==> src/rtl/decoder_buffer_req_seq_pkg.sv <==
// Shared types and constants for the bitstream buffer request sequencer.
// Holds the FSM state enum, the stride helper and the default FIFO/credit sizes.
`ifndef CORE_ADDRWIDTH
`define CORE_ADDRWIDTH 32
`endif

package decoder_pkg;

   typedef enum logic [2:0] {
      S_IDLE,
      S_ISSUE,
      S_DRAIN,
      S_DONE,
      S_FLUSH
   } buf_seq_state_e;

   localparam int DEF_DMEM_DATA_WIDTH = 64;
   localparam int DEF_FIFO_DEPTH      = 8;
   localparam int DEF_MAX_OUTSTANDING = 4;

   function automatic int stride_bytes(input int dw);
      return dw / 8;
   endfunction

   localparam int DEF_STRIDE = stride_bytes(DEF_DMEM_DATA_WIDTH);

endpackage

==> src/rtl/decoder_buffer_req_seq_if.sv <==
// Memory request/response and bitstream stream bundle of the sequencer.
// master: sequencer side (req valid/addr, bs valid/data out); slave: env side.
interface decoder_buffer_req_seq_if #(
   parameter int AW = 32,
   parameter int DW = 64
) ();

   logic          mem_req_valid_o;
   logic [AW-1:0] mem_req_addr_o;
   logic          mem_req_ready_i;
   logic          mem_rsp_valid_i;
   logic [DW-1:0] mem_rsp_data_i;
   logic          bs_valid_o;
   logic [DW-1:0] bs_data_o;
   logic          bs_ready_i;

   modport master (
      output mem_req_valid_o, mem_req_addr_o,
      output bs_valid_o, bs_data_o,
      input  mem_req_ready_i, mem_rsp_valid_i,
      input  mem_rsp_data_i, bs_ready_i
   );

   modport slave (
      input  mem_req_valid_o, mem_req_addr_o,
      input  bs_valid_o, bs_data_o,
      output mem_req_ready_i, mem_rsp_valid_i,
      output mem_rsp_data_i, bs_ready_i
   );

endinterface

==> src/rtl/decoder_buf_fifo.sv <==
// Synchronous response FIFO; data visible the cycle after push, no bypass.
// Ports: push_i/data_i, pop_i/data_o, clear_i, full_o, empty_o, count_o.
module decoder_buf_fifo #(
   parameter int WIDTH = 64,
   parameter int DEPTH = 8,
   localparam int PW = $clog2(DEPTH),
   localparam int CW = $clog2(DEPTH + 1)
) (
   input  logic             clk_i,
   input  logic             rst_ni,
   input  logic             push_i,
   input  logic [WIDTH-1:0] data_i,
   input  logic             pop_i,
   input  logic             clear_i,
   output logic [WIDTH-1:0] data_o,
   output logic             full_o,
   output logic             empty_o,
   output logic [CW-1:0]    count_o
);

   logic [WIDTH-1:0] r_mem [DEPTH];
   logic [PW-1:0]    r_wr;
   logic [PW-1:0]    r_rd;
   logic [CW-1:0]    r_cnt;
   logic             w_pop;
   logic             w_push;

   assign full_o  = (r_cnt == CW'(DEPTH));
   assign empty_o = (r_cnt == '0);
   assign count_o = r_cnt;
   assign w_pop   = pop_i && !empty_o;
   // a pop in the same cycle frees the slot for a push when full
   assign w_push  = push_i && (!full_o || w_pop);
   assign data_o  = empty_o ? '0 : r_mem[r_rd];

   always_ff @(posedge clk_i) begin
      if (w_push && !clear_i) r_mem[r_wr] <= data_i;
   end

   always_ff @(posedge clk_i) begin
      if (!rst_ni || clear_i) begin
         r_wr  <= '0;
         r_rd  <= '0;
         r_cnt <= '0;
      end else begin
         if (w_push) r_wr <= r_wr + PW'(1);
         if (w_pop)  r_rd <= r_rd + PW'(1);
         unique case ({w_push, w_pop})
            2'b10:   r_cnt <= r_cnt + CW'(1);
            2'b01:   r_cnt <= r_cnt - CW'(1);
            default: r_cnt <= r_cnt;
         endcase
      end
   end

   a_no_overflow: assert property (@(posedge clk_i) disable iff (!rst_ni)
      !(push_i && full_o && !w_pop && !clear_i));

endmodule

==> src/rtl/decoder_buffer_req_seq.sv <==
// Walks [base, end) in dmem-word strides issuing credit-limited reads; data into a FIFO.
// Ports: start/flush/base/end in, bus (mem req/rsp, bs stream), cur_addr/busy/done/err out.
// Optional DECODER_BUF_REQ_PERF_EN adds perf_stall_cnt_o and perf_req_cnt_o.
`ifndef CORE_ADDRWIDTH
`define CORE_ADDRWIDTH 32
`endif

module decoder_buffer_req_seq
   import decoder_pkg::*;
#(
   parameter int dmem_data_width = DEF_DMEM_DATA_WIDTH,
   parameter int acc_addr_width  = `CORE_ADDRWIDTH,
   parameter int FIFO_DEPTH      = DEF_FIFO_DEPTH,
   parameter int MAX_OUTSTANDING = DEF_MAX_OUTSTANDING
) (
   input  logic                      clk_i,
   input  logic                      rst_ni,
   input  logic                      start_i,
   input  logic                      flush_i,
   input  logic [acc_addr_width-1:0] base_i,
   input  logic [acc_addr_width-1:0] end_i,
   decoder_buffer_req_seq_if.master  bus,
   output logic [acc_addr_width-1:0] cur_addr_o,
   output logic                      busy_o,
   output logic                      done_o,
`ifdef DECODER_BUF_REQ_PERF_EN
   output logic [31:0]               perf_stall_cnt_o,
   output logic [31:0]               perf_req_cnt_o,
`endif
   output logic                      err_o
);

   localparam int AW = acc_addr_width;
   localparam int OW = $clog2(MAX_OUTSTANDING + 1);
   localparam int CW = $clog2(FIFO_DEPTH + 1);
   localparam int SW = ((OW > CW) ? OW : CW) + 1;
   localparam logic [AW-1:0] STEP = AW'(stride_bytes(dmem_data_width));
   localparam logic [AW-1:0] MASK = STEP - AW'(1);

   buf_seq_state_e r_state;
   buf_seq_state_e w_next;
   logic          r_start_q;
   logic          r_err;
   logic [AW-1:0] r_cur;
   logic [AW-1:0] r_end;
   logic [OW-1:0] r_out;
   logic          w_rise;
   logic          w_bad;
   logic          w_credit;
   logic          w_req_v;
   logic          w_hs;
   logic          w_rsp;
   logic          w_push;
   logic          w_pop;
   logic          w_clear;
   logic          w_full;
   logic          w_empty;
   logic          w_bs_valid;
   logic [CW-1:0] w_cnt;
   logic [SW-1:0] w_used;
   logic [AW-1:0] w_nxt_addr;

   assign w_rise     = start_i && !r_start_q;
   assign w_bad      = (|(base_i & MASK)) || (|(end_i & MASK))
                    || (end_i < base_i);
   // credits cover both in-flight reads and FIFO occupancy
   assign w_used     = SW'(r_out) + SW'(w_cnt);
   assign w_credit   = (r_out < OW'(MAX_OUTSTANDING))
                    && (w_used < SW'(FIFO_DEPTH));
   assign w_nxt_addr = r_cur + STEP;
   assign w_hs       = w_req_v && bus.mem_req_ready_i;
   // a response with nothing outstanding is ignored
   assign w_rsp      = bus.mem_rsp_valid_i && (r_out != '0);
   assign w_clear    = flush_i || (r_state == S_FLUSH);
   assign w_push     = w_rsp && !w_clear;
   assign w_bs_valid = !w_empty;
   assign w_pop      = w_bs_valid && bus.bs_ready_i;

   assign bus.mem_req_valid_o = w_req_v;
   assign bus.mem_req_addr_o  = r_cur;
   assign bus.bs_valid_o      = w_bs_valid;
   assign cur_addr_o          = r_cur;
   assign busy_o              = (r_state != S_IDLE);
   assign done_o              = (r_state == S_DONE);
   assign err_o               = r_err;

   always_comb begin
      w_next  = r_state;
      w_req_v = 1'b0;
      unique case (r_state)
         S_IDLE: begin
            if (w_rise)
               w_next = (w_bad || base_i == end_i) ? S_DONE : S_ISSUE;
         end
         S_ISSUE: begin
            w_req_v = w_credit;
            if (w_req_v && bus.mem_req_ready_i && w_nxt_addr == r_end)
               w_next = S_DRAIN;
         end
         S_DRAIN: if (r_out == '0) w_next = S_DONE;
         S_DONE:  w_next = S_IDLE;
         S_FLUSH: if (r_out == '0) w_next = S_IDLE;
         default: w_next = S_IDLE;
      endcase
      if (flush_i && r_state != S_IDLE) begin
         w_next  = S_FLUSH;
         w_req_v = 1'b0;
      end
   end

   always_ff @(posedge clk_i) begin
      if (!rst_ni) begin
         r_state   <= S_IDLE;
         // track the level through reset so a held start cannot relaunch
         r_start_q <= start_i;
         r_err     <= 1'b0;
         r_cur     <= '0;
         r_end     <= '0;
         r_out     <= '0;
      end else begin
         r_state   <= w_next;
         r_start_q <= start_i;
         if (r_state == S_IDLE && w_rise) begin
            r_cur <= base_i;
            r_end <= end_i;
            r_err <= w_bad;
         end else if (w_hs) begin
            r_cur <= w_nxt_addr;
         end
         unique case ({w_hs, w_rsp})
            2'b10:   r_out <= r_out + OW'(1);
            2'b01:   r_out <= r_out - OW'(1);
            default: r_out <= r_out;
         endcase
      end
   end

   decoder_buf_fifo #(
      .WIDTH (dmem_data_width),
      .DEPTH (FIFO_DEPTH)
   ) u_fifo (
      .clk_i   (clk_i),
      .rst_ni  (rst_ni),
      .push_i  (w_push),
      .data_i  (bus.mem_rsp_data_i),
      .pop_i   (w_pop),
      .clear_i (w_clear),
      .data_o  (bus.bs_data_o),
      .full_o  (w_full),
      .empty_o (w_empty),
      .count_o (w_cnt)
   );

`ifdef DECODER_BUF_REQ_PERF_EN
   logic [31:0] r_stall;
   logic [31:0] r_reqc;
   logic        w_stall;

   assign w_stall = (r_state == S_ISSUE) && !flush_i
                 && ((w_req_v && !bus.mem_req_ready_i) || !w_credit);

   always_ff @(posedge clk_i) begin
      if (!rst_ni || (r_state == S_IDLE && w_rise)) begin
         r_stall <= '0;
         r_reqc  <= '0;
      end else begin
         if (w_stall && r_stall != '1) r_stall <= r_stall + 32'd1;
         if (w_hs && r_reqc != '1)     r_reqc  <= r_reqc + 32'd1;
      end
   end

   assign perf_stall_cnt_o = r_stall;
   assign perf_req_cnt_o   = r_reqc;
`endif

   a_rsp_proto: assert property (@(posedge clk_i) disable iff (!rst_ni)
      !(bus.mem_rsp_valid_i && r_out == '0));

   a_fifo_room: assert property (@(posedge clk_i) disable iff (!rst_ni)
      !(w_push && w_full && !w_pop));

endmodule

==> src/flat_wrapper.sv <==
// flat-port wrapper written by rule: the top's interface ports become plain ports
module decoder_buffer_req_seq_flat import decoder_pkg::*;
#(
   parameter int dmem_data_width = DEF_DMEM_DATA_WIDTH,
   parameter int acc_addr_width  = `CORE_ADDRWIDTH,
   parameter int FIFO_DEPTH      = DEF_FIFO_DEPTH,
   parameter int MAX_OUTSTANDING = DEF_MAX_OUTSTANDING
)
  (clk_i, rst_ni, start_i, flush_i, base_i, end_i, cur_addr_o, busy_o, done_o, err_o, bus_mem_req_valid_o, bus_mem_req_addr_o, bus_bs_valid_o, bus_bs_data_o, bus_mem_req_ready_i, bus_mem_rsp_valid_i, bus_mem_rsp_data_i, bus_bs_ready_i);
  decoder_buffer_req_seq_if #(.AW((32)), .DW((64))) bus_i ();
  input  logic clk_i;
  input  logic rst_ni;
  input  logic start_i;
  input  logic flush_i;
  input  logic [acc_addr_width-1:0] base_i;
  input  logic [acc_addr_width-1:0] end_i;
  output logic [acc_addr_width-1:0] cur_addr_o;
  output logic busy_o;
  output logic done_o;
  output logic err_o;
  output wire logic [$bits(bus_i.mem_req_valid_o)-1:0] bus_mem_req_valid_o;
  output wire logic [$bits(bus_i.mem_req_addr_o)-1:0] bus_mem_req_addr_o;
  output wire logic [$bits(bus_i.bs_valid_o)-1:0] bus_bs_valid_o;
  output wire logic [$bits(bus_i.bs_data_o)-1:0] bus_bs_data_o;
  input wire logic [$bits(bus_i.mem_req_ready_i)-1:0] bus_mem_req_ready_i;
  input wire logic [$bits(bus_i.mem_rsp_valid_i)-1:0] bus_mem_rsp_valid_i;
  input wire logic [$bits(bus_i.mem_rsp_data_i)-1:0] bus_mem_rsp_data_i;
  input wire logic [$bits(bus_i.bs_ready_i)-1:0] bus_bs_ready_i;
  assign bus_mem_req_valid_o = bus_i.mem_req_valid_o;
  assign bus_mem_req_addr_o = bus_i.mem_req_addr_o;
  assign bus_bs_valid_o = bus_i.bs_valid_o;
  assign bus_bs_data_o = bus_i.bs_data_o;
  assign bus_i.mem_req_ready_i = bus_mem_req_ready_i;
  assign bus_i.mem_rsp_valid_i = bus_mem_rsp_valid_i;
  assign bus_i.mem_rsp_data_i = bus_mem_rsp_data_i;
  assign bus_i.bs_ready_i = bus_bs_ready_i;
  decoder_buffer_req_seq #(.dmem_data_width(dmem_data_width), .acc_addr_width(acc_addr_width), .FIFO_DEPTH(FIFO_DEPTH), .MAX_OUTSTANDING(MAX_OUTSTANDING)) u_core (.clk_i(clk_i), .rst_ni(rst_ni), .start_i(start_i), .flush_i(flush_i), .base_i(base_i), .end_i(end_i), .bus(bus_i), .cur_addr_o(cur_addr_o), .busy_o(busy_o), .done_o(done_o), .err_o(err_o));
endmodule
==> config.mk <==
export PLATFORM = sky130hd
export DESIGN_NAME = decoder_buffer_req_seq_flat
export DESIGN_NICKNAME = d
export VERILOG_FILES = /design/src/rtl/decoder_buffer_req_seq_pkg.sv /design/src/rtl/decoder_buffer_req_seq_if.sv /design/src/rtl/decoder_buf_fifo.sv /design/src/rtl/decoder_buffer_req_seq.sv /design/src/flat_wrapper.sv
export SDC_FILE = /design/constraint.sdc
export NUM_CORES = 1
export LEC_CHECK = 0
export BUFFER_PORTS_ARGS = -buffer_cell sky130_fd_sc_hd__buf_2
export CORE_UTILIZATION = 44
export DETAILED_ROUTE_END_ITERATION = 8
export GPL_ROUTABILITY_DRIVEN = 0
export PLACE_DENSITY = 0.63
export REMOVE_ABC_BUFFERS = 1
export SYNTH_ARGS = -nofsm -noshare
export SYNTH_HDL_FRONTEND = slang
export SYNTH_SLANG_ARGS = --single-unit
==> constraint.sdc <==
create_clock -name clk_i -period 14.55 [get_ports clk_i]
set_clock_uncertainty 0.2 [all_clocks]
set_input_delay 2.1825 -clock clk_i [delete_from_list [all_inputs] [get_ports clk_i]]
set_output_delay 2.1825 -clock clk_i [all_outputs]
set_load 0.02 [all_outputs]
==> key figures, run 1 <==
CTS
  – Reg clk slew, reported paths: 60 ps
  – Root buffer cell: clkbuf_16
  – H-tree depth: 3
  – Clk_lat worst skew: approximately 600 ps
  – Post-CTS Setup Bufs: 0
  – Hold Buf Count CTS: 0
  – Num CTS Buffers: 66
  – Max clock buf depth: 3
  – TritonCTS clock tree: yes
  – Clock sink count: ~600
  – Resized Gates After CTS: 0

Floorplan
  – Core area: about 0.057 mm^2
  – Total Die Area: between 0.05 and 0.06 mm^2
  – I/O pin count: 268
  – Starting Density: 44.76%
  – Die H: 242.2 um
  – Die width: 242.2 um
  – # rows: 87

Critical path
  – Reg2reg end: u_core.r_state[0]
  – Worst EP required: 12170 ps
  – Worst path slowest cell: dfxtp_4
  – Worst EP arrival: 3620 ps
  – Max Fanout on Critical Path: 48
  – FF-to-FF path depth: 8
  – Slowest cell delay on critical path: between 900 and 1000 ps
  – Cells along the critical path: buf_4 -> mux4_2 -> mux2i_1 -> nor2_1 -> buf_2
  – Worst setup EP type: output pin
  – Crit path kind: reg -> out
  – FF-to-FF setup slack: approximately 10000 ps
  – Crit path launch type: flip-flop
  – RR Startpoint: u_core.bus.mem_req_addr_o[7]

Detailed routing
  – Vias per inst: 5.486
  – DRC: 0
  – Final WL: 59.05 mm
  – Iteration-0 DRC Markers: 969
  – Final ANT Viol Nets: 0
  – Via count: between 10000 and 15000
  – DR WL/cell: 22.23 um
  – Drt pass-1 iters: 5

Power
  – Max VDD drop: 0.1159 mV
  – LEAKAGE: 0.01011 uW
  – Switching Share: 25.79%
  – Share of total power in the clock network: 40.1%
  – Gate power share: a little under an eighth
  – Sequential cell fraction of total power: 48.0%
  – P_int: 3045 uW
  – P_sw: between 1000 and 1500 uW
  – PwrDens: 139.0 mW/mm^2

Logic synthesis
  – Synthesized flop and latch total: 597
  – Mapped Avg Cell Area: 15.81 um^2
  – Post-synth EDFFs: 512
  – Register area share after synthesis: 67.27%
  – Cell variety after synth: 57
  – Syn Inst Count: 1606
  – Asr flop ratio synth: 0%
  – Synth Warn #: 0
  – Post-Syn Area: 0.02539 mm^2
  – Synth Flop Type: edfxtp_1

Final layout
  – Filler cells: 4706
  – Synthesis-to-layout area growth: 16.32%
  – Area of the multi-input gates: 0.007620 mm^2
  – Final #Nets: slightly above 2000
  – Share of cells above drive strength 1: 28.27%
  – Core Util, Final: 52.07%
  – Storage element area: 0.01709 mm^2

STA
  – Max-slew violations: 0
  – Fin worst setup slack: between 8000 and 9000 ps
  – Slew headroom: 27.61%
  – Final worst-path cycle share: 41.28%
  – Setup TNS: 0 ps
  – Tmin final: 6006 ps
  – Slew @ Worst Pin: 1086 ps
  – RSZ-0062 raised after global routing: no
  – Final Hold Viols: 0
  – Max Clk Rate: around 170 MHz
  – Final setup violation count: 0

Place
  – I/O Buffers: 267
  – Setup WS pre-CTS: approximately 9000 ps
  – Placed wire-length estimate: 34.83 mm

Global routing
  – Largest net degree at the start of global routing: 74
  – Vias in the first global route: around 15000
  – Remaining Overflow, GRT: 0
  – Initial antenna violation count: 13
  – Overall global routing resource usage: 20.16%
  – Global-route wire length before repair: 89.70 mm

Outcome
  – Outcome: finished, final reports clean

Worst hold path
  – Endpoint, Worst Hold: u_core.r_end[16]
  – Hold Startpoint: u_core.r_end[16]
  – Hold Path Cell Cnt: 2
  – Worst hold path type: reg -> reg

Run
  – Max-cap violations: 0
-- sequential cells by signal (all words and copies together) (netlist names), named ones only --
register	cells
u_core.err_o	1
u_core.r_start_q	1
u_core.u_fifo.r_wr	3
u_core.bus.mem_req_addr_o	32
u_core.u_fifo.count_o	4
u_core.r_out	3
u_core.r_state	3
u_core.u_fifo.r_rd	3
u_core.u_fifo.r_mem	512
u_core.r_end	32
-- per-stage QoR --
stage / instances / hold WS, ps / power, uW / cell area [um^2]
after CTS: 2652 / 279.7 / 4144 / 29520
after global placement: 2534 / 263.7 / 2484 / 27350
after floorplan: 1488 / 254.1 / 2302 / 24810
after global routing: 2653 / 303.6 / 4255 / 29520
final: 2656 / 274.9 / 4103 / 29530
after detailed placement: 2534 / 264.9 / 2496 / 27350
-- cell families (layout without fill, tap and decap cells) --
| logic type | after synthesis | count (layout) | synth area share, % |
|---|---|---|---|
| mux | 195 | 195 | 14.00 |
| compound gates | 182 | 182 | 4.825 |
| simple gates | 367 | 367 | 6.885 |
| other cells | 0 | 4 | 0 |
| flops | 597 | 597 | 67.27 |
| buf+inv | 168 | 458 | 2.992 |
| xor+xnor | 55 | 55 | 1.898 |
| fa+ha+maj | 42 | 42 | 2.129 |
-- final cells by class --
type                            count  share of cell area (%)
Tap cell                          756                   3.203
Clock buffer                       81                   5.852
Antenna cell                        4                 0.03390
Clock inverter                     37                   1.492
Multi-Input combinational cell    841                   25.81
Inverter                           50                  0.6356
Sequential cell                   597                   57.87
Timing Repair Buffer              290                   5.110
-- synth_stat cells, types with 2 or more instances --
master | n | share of area [%]
o21a_1 | 2 | 0.059
a31oi_1 | 5 | 0.12
a2bb2oi_1 | 2 | 0.069
a211oi_1 | 5 | 0.15
or4_1 | 6 | 0.18
nor3_1 | 27 | 0.53
buf_2 | 6 | 0.12
buf_1 | 30 | 0.44
or3_1 | 8 | 0.20
a21boi_0 | 50 | 1.5
and4_1 | 4 | 0.14
o211ai_1 | 4 | 0.12
edfxtp_1 | 512 | 61
o21ai_0 | 36 | 0.71
or2_2 | 4 | 0.099
buf_4 | 32 | 0.95
inv_1 | 50 | 0.74
xnor2_1 | 32 | 1.1
o221ai_1 | 2 | 0.069
and2_1 | 8 | 0.20
a21oi_1 | 35 | 0.69
ha_1 | 40 | 2.0
nand2_1 | 112 | 1.7
nand2b_1 | 9 | 0.22
and3_1 | 11 | 0.27
a221oi_1 | 11 | 0.38
dfxtp_1 | 85 | 6.7
a2111oi_0 | 3 | 0.10
nor2_1 | 108 | 1.6
a211o_1 | 2 | 0.069
a21o_1 | 15 | 0.44
nand4_1 | 12 | 0.30
mux4_2 | 128 | 11
nor3b_1 | 3 | 0.089
clkbuf_1 | 49 | 0.72
nor4_1 | 13 | 0.32
nor2b_1 | 17 | 0.42
mux2i_1 | 66 | 2.6
a222oi_1 | 2 | 0.079
xor2_1 | 23 | 0.79
nand3_1 | 20 | 0.39
fa_1 | 2 | 0.16
-- layout by cell type, fill, tap and decap left out, types with 4 or more instances in the layout --
cell type	count
o21ai_0	36
a221oi_1	11
inv_1	50
ha_1	40
and2_1	8
edfxtp_1	512
nand4_1	12
a31oi_1	5
o211ai_1	4
nor3_1	25
a21boi_0	50
a211oi_1	5
bufinv_16	5
nor2b_1	17
dfxtp_1	82
buf_2	267
nor4_1	12
and3_1	11
clkbuf_1	13
xor2_1	23
clkinv_2	9
nand2b_1	9
xnor2_1	32
mux4_2	128
and4_1	4
or3_1	8
nor2_1	101
nor2_4	7
nand3_1	20
or4_1	6
nand2_1	112
a21o_1	15
buf_4	23
or2_2	4
clkinv_1	10
clkbuf_16	66
diode_2	4
a21oi_1	35
mux2i_1	66
-- how the worst max path moves through the flow --
stage	to	slack [ps]	depth (start not counted)
6_report	bus_bs_data_o[25]	8540	5
5_1_grt	bus_bs_data_o[45]	8160	5
4_1_cts	bus_bs_data_o[45]	8340	5
3_5_place_dp	bus_bs_data_o[19]	8990	5
3_3_place_gp	bus_bs_data_o[19]	8990	5
2_1_floorplan	bus_bs_data_o[0]	5810	3
-- power groups by stage --
stage	logic [uW]	registers [uW]	clock network, uW
after global routing	535	1970	1750
after floorplan	276	2030	0
after detailed placement	493	2000	0
final	488	1970	1650
after global placement	485	2000	0
after CTS	494	1970	1680
-- worst max-delay path: cells and delay by family, from the launching register on --
family	cells	cell delay, ps
buf+inv	2	1100
flops	1	960
mux	2	790
simple gates	1	100
-- layer usage --
layer	share of wire (%)	GRT usage (%)
met1	42	26.09
met2	50	33.98
met3	5.7	4.642
met4	2.2	5.752
met5	0.18	0
Note: power is estimated with default switching activity, not from simulation.
==> run 2: changes to the inputs <==
--- a/config.mk
+++ b/config.mk
@@ -5,11 +5,12 @@
 export SDC_FILE = /design/constraint.sdc
 export NUM_CORES = 1
 export LEC_CHECK = 0
+export ABC_AREA = 1
 export BUFFER_PORTS_ARGS = -buffer_cell sky130_fd_sc_hd__buf_2
 export CORE_UTILIZATION = 44
 export DETAILED_ROUTE_END_ITERATION = 8
 export GPL_ROUTABILITY_DRIVEN = 0
-export PLACE_DENSITY = 0.63
+export PLACE_DENSITY = 0.65
 export REMOVE_ABC_BUFFERS = 1
 export SYNTH_ARGS = -nofsm -noshare
 export SYNTH_HDL_FRONTEND = slang
==> constraint.sdc (replaced) <==
create_clock -name clk_i -period 5.4 [get_ports clk_i]
set_clock_uncertainty 0.2 [all_clocks]
set_input_delay 0.81 -clock clk_i [delete_from_list [all_inputs] [get_ports clk_i]]
set_output_delay 0.81 -clock clk_i [all_outputs]
set_load 0.02 [all_outputs]
==> run 2 against run 1 <==
Via count rose by 29%. Final cell count rose by 29%. Utilization fell by 0.47 points. Total power rose to 2.6 times the previous value. First-iteration DRC count rose by 65%. Sequential share of layout area fell by 0.59 points. Die area rose by 1.6%. Final area rose by 1.0%.
==> key figures, run 2 <==
Outcome
  – Outcome: finished, final reports clean (unchanged)

Logic synthesis
  – Adder-cell share of the synthesized area: 2.095% (was 2.129%)
  – Post-synth EDFFs: 512 (unchanged)
  – Mux contribution to synthesized area: 0% (was 14.00%)
  – Synth cell count leaders: 512 x edfxtp_1, 493 x nor2_1, 373 x o21ai_0, 249 x nand2_1, 142 x inv_1 (was 512 x edfxtp_1, 128 x mux4_2, 112 x nand2_1, 108 x nor2_1, 85 x dfxtp_1)
  – Cell variety after synth: 46 (was 57)
  – Mapped Avg Cell Area: 10.65 um^2 (was 15.81 um^2)
  – Register area share after synthesis: 66.18% (was 67.27%)
  – Syn Inst Count: 2422 (was 1606)
  – Synth Area in Simple Gates: 13.49% (was 6.886%)
  – Synth Warn #: 0 (unchanged)
  – Largest family of logic cells by synthesized area: simple AND/OR/NAND/NOR gates (was multiplexers)
  – Post-Syn Area: 0.02580 mm^2 (was 0.02539 mm^2)
  – Xor and xnor area share after synthesis: 0.5091% (was 1.898%)
  – Top post-synthesis cells by area: edfxtp_1 60%, o21ai_0 7.2%, nor2_1 7.2% (was edfxtp_1 61%, mux4_2 11%, dfxtp_1 6.7%)
  – Synth Flop Type: edfxtp_1 (unchanged)
  – Cell with the most instances after synthesis: edfxtp_1 (unchanged)
  – Synthesized flop and latch total: 597 (unchanged)
  – Synth area leader: edfxtp_1 (unchanged)
  – Asr flop ratio synth: 0% (unchanged)
  – Synth Area in Compound Gates: 12.75% (was 4.825%)
  – Synth top area share: 59.58% (was 60.56%)

Floorplan
  – Die H: 244.2 um (was 242.2 um)
  – Core area: 0.05781 mm^2 (was 0.05671 mm^2)
  – I/O pin count: 268 (unchanged)
  – # rows: 88 (was 87)
  – Starting Density: 44.64% (was 44.76%)
  – Die width: 244.2 um (was 242.2 um)
  – Total Die Area: 0.05962 mm^2 (was 0.05866 mm^2)

CTS
  – TritonCTS clock tree: yes (unchanged)
  – Reg clk slew, reported paths: 60 ps (about the same)
  – Clock sink count: 597 (unchanged)
  – Num CTS Buffers: 60 (was 66)
  – Post-CTS Setup Bufs: 0 (unchanged)
  – Max clock buf depth: 3 (unchanged)
  – H-tree depth: 2 (was 3)
  – Root buffer cell: clkbuf_16 (unchanged)
  – Clk_lat worst skew: 620 ps (was 600 ps)
  – Resized Gates After CTS: 0 (unchanged)
  – Hold Buf Count CTS: 0 (unchanged)

Final layout
  – Largest reg by FF count: u_core.u_fifo.r_mem (unchanged)
  – Synthesis-to-layout area growth: 15.59% (was 16.32%)
  – Layout Cells excl Fill: 3434 (was 2656)
  – Max FFs per register: 512 (unchanged)
  – Post-route cell area: 0.02983 mm^2 (was 0.02953 mm^2)
  – Filler cells: 5043 (was 4706)
  – Commonest non-fill, non-tap cell in the layout: edfxtp_1 (unchanged)
  – Final #Nets: 2795 (was 2023)
  – Share of cells above drive strength 1: 15.94% (was 28.27%)
  – Most frequent cells in the layout: 512 x edfxtp_1, 485 x nor2_1, 373 x o21ai_0, 267 x buf_2, 248 x nand2_1 (was 512 x edfxtp_1, 267 x buf_2, 128 x mux4_2, 112 x nand2_1, 101 x nor2_1)

Critical path
  – CP most frequent cell: o21ai_0
  – Cells along the critical path: buf_12 -> o21ai_0 -> o22ai_1 -> o21ai_0 -> a31oi_1 -> buf_2 (was buf_4 -> mux4_2 -> mux2i_1 -> nor2_1 -> buf_2)
  – FF-to-FF path depth: 8 (unchanged)
  – RR Startpoint: u_core.r_out[2] (was u_core.bus.mem_req_addr_o[7])
  – Worst EP arrival: 3540 ps (was 3620 ps)
  – Worst EP required: 4390 ps (was 12170 ps)
  – Worst path slowest cell: dfxtp_4 (unchanged)
  – Crit path launch type: flip-flop (unchanged)
  – Slowest cell delay on critical path: 870 ps (was 960 ps)
  – Worst setup EP type: output pin (unchanged)
  – Crit path kind: reg -> out (unchanged)
  – Max Fanout on Critical Path: 184 (was 48)
  – Reg2reg end: u_core.u_fifo.r_mem[6][8] (was u_core.r_state[0])
  – FF-to-FF setup slack: 1780 ps (was 10400 ps)

STA
  – Max Clk Rate: 220.0 MHz
  – RSZ-0062 raised after global routing: no (unchanged)
  – Max-slew violations: 0 (unchanged)
  – Final Hold Viols: 0 (unchanged)
  – Final setup violation count: 0 (unchanged)
  – Worst hold slack: 144.9 ps (was 274.9 ps)
  – Slew @ Worst Pin: 1156 ps (was 1086 ps)
  – Tmin final: 4546 ps
  – Slew headroom: 22.91% (was 27.61%)
  – Final worst-path cycle share: 84.18%

Global routing
  – Largest net degree at the start of global routing: 185 (was 74)
  – Overall global routing resource usage: 21.89% (was 20.16%)
  – Global-route wire length before repair: 101.9 mm (was 89.70 mm)
  – Remaining Overflow, GRT: 0 (unchanged)
  – Initial antenna violation count: 9 (was 13)
  – Vias in the first global route: 18180 (was 14890)

Worst hold path
  – Worst hold path type: in -> reg (was reg -> reg)
  – Endpoint, Worst Hold: u_core.r_start_q (was u_core.r_end[16])
  – Hold Startpoint: start_i (was u_core.r_end[16])
  – Hold Path Cell Cnt: 1 (was 2)

Detailed routing
  – Iteration-0 DRC Markers: 1601 (was 969)
  – Drt pass-1 iters: 5 (unchanged)
  – Via count: 18740 (was 14570)
  – Final WL: 66.29 mm (was 59.05 mm)
  – DR WL/cell: 19.30 um (was 22.23 um)
  – DRC: 0 (unchanged)
  – Vias per inst: 5.458 (was 5.486)
  – Final ANT Viol Nets: 0 (unchanged)

Power
  – LEAKAGE: 0.01103 uW (was 0.01011 uW)
  – Max VDD drop: 0.3461 mV (was 0.1159 mV)
  – PwrDens: 362.3 mW/mm^2 (was 139.0 mW/mm^2)

Place
  – Placed wire-length estimate: 38.85 mm (was 34.83 mm)
  – Placed insts: 3321 (was 2534)
  – I/O Buffers: 267 (unchanged)
  – DP Area: 0.02778 mm^2 (was 0.02735 mm^2)

Run
  – Max-cap violations: 0 (unchanged)
==> run 2: cell count changes after synthesis, moves of 20 or more <==
cell      change
inv_1        +92
mux2i_1      -66
clkbuf_1     +61
o22ai_1      +68
o21ai_0     +337
nand3_1      +56
xor2_1       -20
nor2_1      +385
nand2_1     +137
xnor2_1      -28
mux4_2      -128
a21oi_1      +30
a21boi_0     -50
a31oi_1      +71
==> run 2: worst max path at each step <==
stage | from | end | slack [ps] | cells after the start
floorplan | flip-flop | bus_bs_data_o[0] | -5790 | 5
global placement | bus_mem_rsp_valid_i | u_core.u_fifo.r_mem[6][26] | 1260 | 9
detailed placement | bus_mem_rsp_valid_i | u_core.u_fifo.r_mem[6][32] | 1280 | 9
CTS | flip-flop | bus_bs_data_o[39] | 890 | 7
global route | flip-flop | bus_bs_data_o[27] | 650 | 6
finish | flip-flop | bus_bs_data_o[27] | 850 | 6
==> run 2: layer usage <==
| layer | global-route usage (%) | share of wire, % | routed length, um |
|---|---|---|---|
| met4 | 6.526 | 2.3 | 1549 |
| met1 | 27.88 | 42 | 27640 |
| met3 | 4.302 | 6.4 | 4257 |
| met5 | 0 | 0.12 | 80 |
| met2 | 37.64 | 49 | 32760 |
==> run 2: critical path: cells and delay by family, from the launching register on <==
kind                   cells  cell delay (ps)
AOI/OAI and AO/OA          4              940
DFF                        1              870
buffers and inverters      2              700
==> run 2: report_power, final <==
part / switching (uW) / leakage [uW] / internal [uW]
registers: 120 / 0.00530 / 5130
clock network: 1780 / 0.000977 / 2500
logic: 869 / 0.00476 / 403
==> run 2: stage by stage <==
stage | setup slack [ps] | util (%) | setup TNS, ps | power [uW]
global placement | 1261 | 48.05 | 0 | 6578
global route | 654.0 | 51.60 | 0 | 11210
CTS | 891.8 | 51.59 | 0 | 10890
finish | 854.3 | 51.60 | 0 | 10810
floorplan | -5785 | - | -370250 | 6099
detailed placement | 1284 | 48.05 | 0 | 6613
==> run 2: cells by family after synthesis <==
logic type               count (synthesis)
AND/OR/NAND/NOR                        859
buffers and inverters                  307
flip-flops                             597
XOR/XNOR                                10
adder cells (fa/ha/maj)                 42
AO/OA/AOI/OAI                          607
==> run 2: final cells by class <==
| cell class | count | area (um^2) | area share (%) |
|---|---|---|---|
| Sequential cell | 597 | 17080 | 57.28 |
| Tap cell | 765 | 957.2 | 3.209 |
| Clock inverter | 41 | 485.5 | 1.628 |
| Inverter | 146 | 558.0 | 1.871 |
| Multi-Input combinational cell | 1518 | 7507 | 25.17 |
| Antenna cell | 2 | 5.005 | 0.01678 |
| Clock buffer | 70 | 1559 | 5.227 |
| Timing Repair Buffer | 295 | 1672 | 5.604 |
==> run 3: changes to the inputs <==
--- a/config.mk
+++ b/config.mk
@@ -10,7 +10,7 @@
 export CORE_UTILIZATION = 44
 export DETAILED_ROUTE_END_ITERATION = 8
 export GPL_ROUTABILITY_DRIVEN = 0
-export PLACE_DENSITY = 0.65
+export PLACE_DENSITY = 0.62
 export REMOVE_ABC_BUFFERS = 1
 export SYNTH_ARGS = -nofsm -noshare
 export SYNTH_HDL_FRONTEND = slang
==> constraint.sdc (replaced) <==
create_clock -name clk_i -period 4.2 [get_ports clk_i]
set_clock_uncertainty 0.2 [all_clocks]
set_input_delay 0.63 -clock clk_i [delete_from_list [all_inputs] [get_ports clk_i]]
set_output_delay 0.63 -clock clk_i [all_outputs]
set_load 0.02 [all_outputs]
==> run 3 against run 2 <==
Count of clock-buffer cells in the layout up 9. Final area about the same. Register-to-register slack worse by 770 ps. Utilization about the same. Clock power up 20%. Worst hold slack worse by 80 ps. Combinational power up 30%. Sequential cell count unchanged. Critical path type unchanged. Largest cell class unchanged.
==> key figures, run 3 (synthesis results as in run 2) <==
Outcome
  – Outcome: finished, final reports clean (unchanged)

STA
  – Final worst-path cycle share: 90.09%
  – Worst hold slack: 64.55 ps (was 144.9 ps)
  – Fin worst setup slack: 416.2 ps (was 854.3 ps)
  – Slew headroom: 48.41% (was 22.91%)
  – Slew @ Worst Pin: 771.0 ps (was 1156 ps)
  – Max Clk Rate: ~260 MHz
  – RSZ-0062 raised after global routing: no (unchanged)
  – Setup TNS: 0 ps (unchanged)
  – Final setup violation count: 0 (unchanged)
  – Tmin final: 3784 ps
  – Max-slew violations: 0 (unchanged)
  – Final Hold Viols: 0 (unchanged)

Critical path
  – Worst EP arrival: 2950 ps (was 3540 ps)
  – Cells along the critical path: inv_4 -> buf_12 -> o21ai_0 -> o22ai_1 -> o21ai_0 -> a31oi_1 -> buf_2 (was buf_12 -> o21ai_0 -> o22ai_1 -> o21ai_0 -> a31oi_1 -> buf_2)
  – Max Fanout on Critical Path: 60 (was 184)
  – CP most frequent cell: o21ai_0 (unchanged)
  – Worst path slowest cell: inv_4 (was dfxtp_4)
  – Worst EP required: 3370 ps (was 4390 ps)
  – Crit path kind: reg -> out (unchanged)
  – Crit path launch type: flip-flop (unchanged)
  – Worst setup EP type: output pin (unchanged)
  – Slowest cell delay on critical path: 490 ps (was 870 ps)

Floorplan
  – I/O pin count: 268 (unchanged)
  – Core area: 0.05781 mm^2 (unchanged)
  – Total Die Area: 0.05962 mm^2 (unchanged)
  – Die width: 244.2 um (unchanged)
  – Die H: 244.2 um (unchanged)
  – # rows: 88 (unchanged)
  – Starting Density: 44.64% (unchanged)

CTS
  – Root buffer cell: clkbuf_16 (unchanged)
  – Clk_lat worst skew: 630 ps (was 620 ps)
  – H-tree depth: 2 (unchanged)
  – Clock sink count: 597 (unchanged)
  – Reg clk slew, reported paths: 60 ps (about the same)
  – Num CTS Buffers: 61 (was 60)
  – TritonCTS clock tree: yes (unchanged)
  – Max clock buf depth: 3 (unchanged)

Global routing
  – Remaining Overflow, GRT: 0 (unchanged)
  – Overall global routing resource usage: 22.43% (was 21.89%)
  – Global-route wire length before repair: 104.0 mm (was 101.9 mm)
  – Initial antenna violation count: 11 (was 9)
  – Largest net degree at the start of global routing: 145 (was 185)
  – Vias in the first global route: 18260 (was 18180)

Final layout
  – Largest reg by FF count: u_core.u_fifo.r_mem (unchanged)
  – Core Util, Final: 51.56% (was 51.60%)
  – Final #Nets: 2806 (was 2795)
  – Share of cells above drive strength 1: 15.78% (was 15.94%)
  – Max FFs per register: 512 (unchanged)
  – Most frequent cells in the layout: 512 x edfxtp_1, 485 x nor2_1, 373 x o21ai_0, 267 x buf_2, 248 x nand2_1 (unchanged)
  – Synthesis-to-layout area growth: 15.52% (was 15.59%)
  – Commonest non-fill, non-tap cell in the layout: edfxtp_1 (unchanged)

Power
  – Max VDD drop: 0.3943 mV (was 0.3461 mV)
  – PwrDens: 454.5 mW/mm^2 (was 362.3 mW/mm^2)
  – LEAKAGE: 0.01103 uW (about the same)

Detailed routing
  – Final ANT Viol Nets: 0 (unchanged)
  – Final WL: 67.47 mm (was 66.29 mm)
  – Drt pass-1 iters: 6 (was 5)
  – Vias per inst: 5.418 (was 5.458)
  – Via count: 18680 (was 18740)
  – DR WL/cell: 19.57 um (was 19.30 um)
  – DRC: 0 (unchanged)
  – Iteration-0 DRC Markers: 1560 (was 1601)

Place
  – Setup WS pre-CTS: 1015 ps (was 1284 ps)
  – Placed wire-length estimate: 39.79 mm (was 38.85 mm)
  – I/O Buffers: 267 (unchanged)

Worst hold path
  – Worst hold path type: in -> reg (unchanged)

Run
  – Max-cap violations: 0 (unchanged)
run 3: changes by cell type in the layout (fill, tap and decap cells not counted), sizes merged:
cell,change
clkinvlp,-5
clkinv,+1
buf,+9
clkbuf,+9
bufinv,-8
diode,+6
dlygate4sd3,+1
run 3: worst max-delay path, delay by kind of cell, from the launching register on:
kind / cells / cell delay (ps)
AO/OA/AOI/OAI: 4 / 740
buffers and inverters: 3 / 1100
flip-flops: 1 / 470
run 3: what timing repair did:
action	4_1_cts	5_1_grt
hold buffers	1	0
gates resized for setup	0	0
endpoints found under the hold margin	1	0
setup endpoints to repair	0	0
setup buffers	0	0
run 3: worst paths after layout:
check / depth (start not counted) / slack, ps / startpoint / endpoint
min: 1 / 60 / bus_mem_rsp_data_i[54] / u_core.u_fifo.r_mem[2][54]
max: 7 / 420 / flip-flop / bus_bs_data_o[38]
min reg2reg: 2 / 270 / u_core.r_end[8] / u_core.r_end[8]
max reg2reg: 14 / 1010 / u_core.u_fifo.count_o[1] / u_core.bus.mem_req_addr_o[15]
run 3: where the power goes:
part | internal, uW | switching, uW | leakage (uW) | total [uW]
Sequential | 6600 | 154 | 0.00530 | 6750
Clock | 2870 | 2270 | 0.000915 | 5150
Combinational | 525 | 1120 | 0.00482 | 1650
Total | 9990 | 3550 | 0.0110 | 13500
run 3: final cells by class:
| class | instances | area [um^2] |
|---|---|---|
| Fill cell | 5091 | 28000 |
| Sequential cell | 597 | 17080 |
| Multi-Input combinational cell | 1518 | 7507 |
| Timing Repair Buffer | 305 | 1787 |
| Clock buffer | 79 | 1679 |
| Tap cell | 765 | 957.2 |
| Inverter | 146 | 558.0 |
| Clock inverter | 29 | 215.2 |
| Antenna cell | 8 | 20.02 |
run 3: stage by stage:
| stage | power, uW | instance area (um^2) | std cells |
|---|---|---|---|
| detailed placement | 8517 | 27880 | 3330 |
| global route | 14070 | 29790 | 3442 |
| floorplan | 7841 | 25070 | 2261 |
| CTS | 13640 | 29790 | 3439 |
| finish | 13550 | 29810 | 3447 |
| global placement | 8480 | 27880 | 3330 |
run 3: metal layers:
layer	global-route usage, %	up-vias	wire length [um]
li1	-	8931	-
met1	29.32	9053	28430
met2	38.21	582	33290
met3	3.907	99	4340
met4	6.471	10	1334
met5	0	-	72
